### config.mk
export PLATFORM = sky130hd
export DESIGN_NAME = decod_sel_seq
export DESIGN_NICKNAME = d
export VERILOG_FILES = /design/src/rtl/decod_seq_pkg.sv /design/src/rtl/decod_seq_prescaler.sv /design/src/rtl/decod_sel_seq.sv
export SDC_FILE = /design/constraint.sdc
export NUM_CORES = 1
export LEC_CHECK = 0
export ABC_AREA = 1
export CAP_MARGIN = 25
export CORE_AREA = 3 3 59 50
export DETAILED_ROUTE_END_ITERATION = 12
export DIE_AREA = 0 0 62 53
export DONT_BUFFER_PORTS = 1
export GPL_TIMING_DRIVEN = 0
export HOLD_SLACK_MARGIN = 0.1
export PLACE_DENSITY = 0.71
export SYNTH_ARGS = -nofsm -noshare
export SYNTH_HDL_FRONTEND = slang
export SYNTH_HIERARCHICAL = 1
export SYNTH_SLANG_ARGS = --single-unit
### constraint.sdc
create_clock -name clk -period 1.4 [get_ports clk]
set_input_delay 0.14 -clock clk [delete_from_list [all_inputs] [get_ports clk]]
set_output_delay 0.14 -clock clk [all_outputs]
set_load 0.01 [all_outputs]
### src/rtl/decod_seq_pkg.sv
// decod_seq_pkg: shared definitions for the decoder select sequencer.
//   state_t  - FSM encoding (IDLE=0, RUN=1)
//   SEL_W    - width of the select code
//   SEL_MAX  - highest select code (wrap point when counting up)
//   sel_next - next select code in the chosen direction, modulo 2^SEL_W
package decod_seq_pkg;

    localparam int SEL_W = 3;
    localparam logic [SEL_W-1:0] SEL_MAX = 3'd7;

    typedef enum logic {
        IDLE = 1'b0,
        RUN  = 1'b1
    } state_t;

    function automatic logic [SEL_W-1:0] sel_next(input logic [SEL_W-1:0] s,
                                                  input logic down);
        return down ? (s - SEL_W'(1)) : (s + SEL_W'(1));
    endfunction

endpackage

### src/rtl/decod_seq_prescaler.sv
// decod_seq_prescaler: step-rate counter for decod_sel_seq.
// Counts 0..PRESCALE-1 while cnt_en=1 and wraps to 0 after the terminal count.
// Ports:
//   clk, rst_n - clock, asynchronous active-low reset
//   clr        - synchronous clear to 0 (wins over cnt_en)
//   cnt_en     - count enable
//   tc         - terminal count, high while the counter sits at PRESCALE-1
module decod_seq_prescaler #(
    parameter int PRESCALE = 50000,
    parameter int PS_W     = 16
) (
    input  logic clk,
    input  logic rst_n,
    input  logic clr,
    input  logic cnt_en,
    output logic tc
);

    localparam logic [PS_W-1:0] TC_VAL = PS_W'(PRESCALE - 1);

    logic [PS_W-1:0] cnt;

    assign tc = (cnt == TC_VAL);

    always_ff @(posedge clk or negedge rst_n) begin
        if (!rst_n) begin
            cnt <= '0;
        end else if (clr) begin
            cnt <= '0;
        end else if (cnt_en) begin
            // Wrapping on tc keeps the count within 0..PRESCALE-1.
            cnt <= tc ? '0 : cnt + PS_W'(1);
        end
    end

endmodule

### src/rtl/decod_sel_seq.sv
// decod_sel_seq: select-code sequencer feeding a 3-to-8 decoder.
// Steps sel through 0..7 every PRESCALE cycles while enabled, with a
// synchronous load that overrides stepping. step/wrap are registered pulses
// coincident with the new sel value.
// Optional feature: define DECOD_SEQ_DIR_EN to add the dir port (1 = count down).
// Ports:
//   clk, rst_n - clock, asynchronous active-low reset
//   en         - run enable (level)
//   load       - load strobe, load_val -> sel
//   load_val   - code to load
//   dir        - count direction (only with DECOD_SEQ_DIR_EN)
//   sel        - registered select code
//   step       - pulse: sel shows a new value this cycle
//   wrap       - pulse: sel shows a wrapped value this cycle
module decod_sel_seq
    import decod_seq_pkg::*;
#(
    parameter int PRESCALE = 50000,
    parameter int PS_W     = 16
) (
    input  logic             clk,
    input  logic             rst_n,
    input  logic             en,
    input  logic             load,
    input  logic [SEL_W-1:0] load_val,
`ifdef DECOD_SEQ_DIR_EN
    input  logic             dir,
`endif
    output logic [SEL_W-1:0] sel,
    output logic             step,
    output logic             wrap
);

    state_t state, state_nxt;
    logic   ps_clr;
    logic   ps_tc;
    logic   do_step;
    logic   down;
    logic   wrap_hit;

`ifdef DECOD_SEQ_DIR_EN
    assign down = dir;
`else
    assign down = 1'b0;
`endif

    // Wrap is judged on the code being left, in the direction being taken.
    assign wrap_hit = down ? (sel == '0) : (sel == SEL_MAX);

    decod_seq_prescaler #(
        .PRESCALE (PRESCALE),
        .PS_W     (PS_W)
    ) u_ps (
        .clk    (clk),
        .rst_n  (rst_n),
        .clr    (ps_clr),
        .cnt_en (state == RUN),
        .tc     (ps_tc)
    );

    always_ff @(posedge clk or negedge rst_n) begin
        if (!rst_n) begin
            state <= IDLE;
        end else begin
            state <= state_nxt;
        end
    end

    // Only a RUN cycle with en held and no load lets the prescaler advance;
    // every other case (idle, leaving RUN, load) restarts the step interval.
    always_comb begin
        state_nxt = state;
        ps_clr    = 1'b1;
        do_step   = 1'b0;
        case (state)
            IDLE: begin
                if (en) state_nxt = RUN;
            end
            RUN: begin
                if (!en) begin
                    state_nxt = IDLE;
                end else if (!load) begin
                    ps_clr  = 1'b0;
                    do_step = ps_tc;
                end
            end
            default: state_nxt = IDLE;
        endcase
    end

    always_ff @(posedge clk or negedge rst_n) begin
        if (!rst_n) begin
            sel  <= '0;
            step <= 1'b0;
            wrap <= 1'b0;
        end else begin
            step <= 1'b0;
            wrap <= 1'b0;
            if (load) begin
                // A load always counts as a new code, even if unchanged.
                sel  <= load_val;
                step <= 1'b1;
            end else if (do_step) begin
                sel  <= sel_next(sel, down);
                step <= 1'b1;
                wrap <= wrap_hit;
            end
        end
    end

endmodule

==> results.cfg <==
[global_routing]
grt.busiest_layer = met2
antenna_found_initial = 0
grt_pass1_vias = 1109
grtUsageMet2_pct = 32.8
grt_overflow = 0
grt_max_degree = 23
grtUsageMet1_pct = 30.4
gr-usage-met3_pct = 4.39
grt_pass1_wl_um = 5060
grt_usage_pct = 21.1

[worst_setup_path]
cp_max_fo = 5
start_kind = flop
required_ns = 1.60
crit_path_end_kind = flop
worst_ep_arrival_time_ns = 1.70
path_class = flop to flop

[sta]
relSlewSlack_pct = 77.3
rsz0062_at_grt = true
hold_violations = 0
setup_viol = 13
max_freq_mhz = 666
drv_slew = 0
period_needed_ns = 1.50
hold_ws_ns = 0.120
fin_crit_sh_pct = 107
worst_pin_slew_ns = 0.337
fin_worst_skew_ns = 0.00253
fin_ws_ns = -0.101

[synthesis]
ys_warn_count = 6
async_flop_share_pct = 100
synth_enable_flop_cells = 0
syn_avg_cell_area_um2 = 7.64
netlist_area_mm2 = 0.00130
ys_seq_area_share_pct = 42.4
synthFlopType = dfrtp_1
ys_types = 27
synth_cells = 170
syn_nets = 180
ys_ff_latch = 22

[clock_tree]
htree_levels = 1
clkLatencyLatePin_ns = 0.30
clock-sinks = 22
clk_pin_slew_ns = 0.11
cts_tree = yes
cts-buffers-inserted = 3
cts_buffer_depth = 2
cts_root_buf = clkbuf_4

[layout]
fin_util_pct = 73.4
layout.nets = 224
ff_latch_area_um2 = 552
syn_to_final_growth_pct = 36.9
fillers = 181
drive_gt1_share_pct = 29.2
multiInputGateArea_um2 = 756
antennaDiodeCount = 0
mostFrequentLayoutCell = nand2_1
final_cell_mix = 47 x nand2_1, 27 x buf_4, 22 x nor2_1

[run_status]
violations = negative setup slack
outcome = finished with violations

[floorplan]
fp.dieH_um = 53
start_util_pct = 53.6
rows = 16
core_area_mm2 = 0.00242
die_area_mm2 = 0.00329
fp.dieW_um = 62
io_pins = 12

[power_and_ir_drop]
static-leakage-power_nw = 0.825
p_sw_mw = 0.277
power_frac_clock_pct = 25.9
power_mw = 1.09
swShare_pct = 25.4
p_comb_share_pct = 12.0
p_int_mw = 0.813
seq_power_share_pct = 62.0
vdd_drop_max_v = 0.000653
p_per_area_mw_per_mm2 = 613

[run]
maxCapViolCount = 0

[detailed_routing]
initialDrtViolationCount = 187
wire_per_inst_um = 14.6
dr.pass1.iters = 5
viasPerCell = 5.49
num_vias = 1361
drc = 0
ant_nets = 0
routed_wirelength_um = 3620

[worst_hold_path]
min_path_type = primary input to flop

[placement]
post-place-ws_ns = -0.205
place_hpwl_um = 2060
gp_congestion = 0.881
port_buffers = 0
-- cells in the mapped netlist (2+ instances only) --
library cell / number / area share [%]
nand4_1: 8 / 3.9
inv_2: 2 / 0.58
xnor2_1: 3 / 2.0
nor2_1: 29 / 8.4
dfrtp_1: 22 / 42
nor3_2: 2 / 1.5
xor2_1: 3 / 2.0
nand2_2: 2 / 0.96
inv_1: 16 / 4.6
nand2_1: 49 / 14
nor3_1: 3 / 1.2
o21ai_0: 3 / 1.2
nand3_1: 12 / 4.6
ha_1: 3 / 2.9
-- area by class of cell --
class                   count  area share [%]
plain buffers               1           0.633
clock buffers               3            1.27
inverters                  18            4.01
multi-input cells         130            42.5
flip-flops and latches     22            31.0
well taps                  36            2.53
repair buffers             38            18.0
-- through the flow --
| stage | cells | cell area [um^2] | TNS (ns) |
|---|---|---|---|
| after global placement | 206 | 1350 | -1.35 |
| after detailed placement | 206 | 1350 | -1.96 |
| after CTS | 230 | 1570 | -0.0269 |
| after global routing | 248 | 1780 | -2.34 |
| final | 248 | 1780 | -0.866 |
| after floorplan | 170 | 1300 | 0 |
-- logic make-up (layout without fill, tap and decap cells) --
group | Yosys count | in the layout | synth area share [%]
and+or+nand+nor | 109 | 109 | 38.2
buffers and inverters | 19 | 60 | 6.07
xor gates and xnor gates | 6 | 6 | 4.05
muxes | 1 | 1 | 0.771
adders and majority gates | 3 | 3 | 2.89
AOI/OAI and AO/OA | 10 | 11 | 5.68
DFF | 22 | 22 | 42.4
-- critical path: stages (launching register included) --
cell     delay (ns)
dfrtp_1        0.42
ha_4           0.18
nand3_4        0.09
nor2_4         0.12
nand2_4        0.08
buf_4          0.16
o21ai_2        0.26
nor2_1         0.09
-- metal layers --
metal	up-vias	wire, um
met2	67	1680
li1	642	-
met5	-	0
met4	0	58
met3	8	320
met1	644	1570
-- final timing paths --
check	startpoint	to	slack [ns]	cells past startpoint
max	u_ps/cnt[1]	u_ps/cnt[10]	-0.10	7
min	load	sel[1]	0.12	5
max reg2reg	u_ps/cnt[1]	u_ps/cnt[10]	-0.10	7
min reg2reg	u_ps/cnt[15]	u_ps/cnt[15]	0.56	2
max in group asynchronous	rst_n	state	0.43	3
min in group asynchronous	rst_n	u_ps/cnt[6]	0.60	2
-- flip-flops by register name (all words and copies together) (netlist names) --
signal,flops
u_ps/cnt,16
step,1
wrap,1
state,1
sel,3
-- power by group through the flow --
stage | logic, mW | registers, mW | clock network (mW)
3_3_place_gp | 0.0598 | 0.688 | 0
2_1_floorplan | 0.0510 | 0.684 | 0
4_1_cts | 0.109 | 0.674 | 0.292
6_report | 0.131 | 0.676 | 0.283
5_1_grt | 0.145 | 0.679 | 0.328
3_5_place_dp | 0.0649 | 0.688 | 0
-- timing repair --
item / 4_1_cts / 5_1_grt
cloned: 0 / 1
setup buffers: 14 / 15
hold buffers: 7 / 1
pin swaps: 5 / 16
setup endpoints to repair: 17 / 19
endpoints found under the hold margin: 28 / 1
resized for setup: 7 / 16
Power figures use the tool's default switching activity.
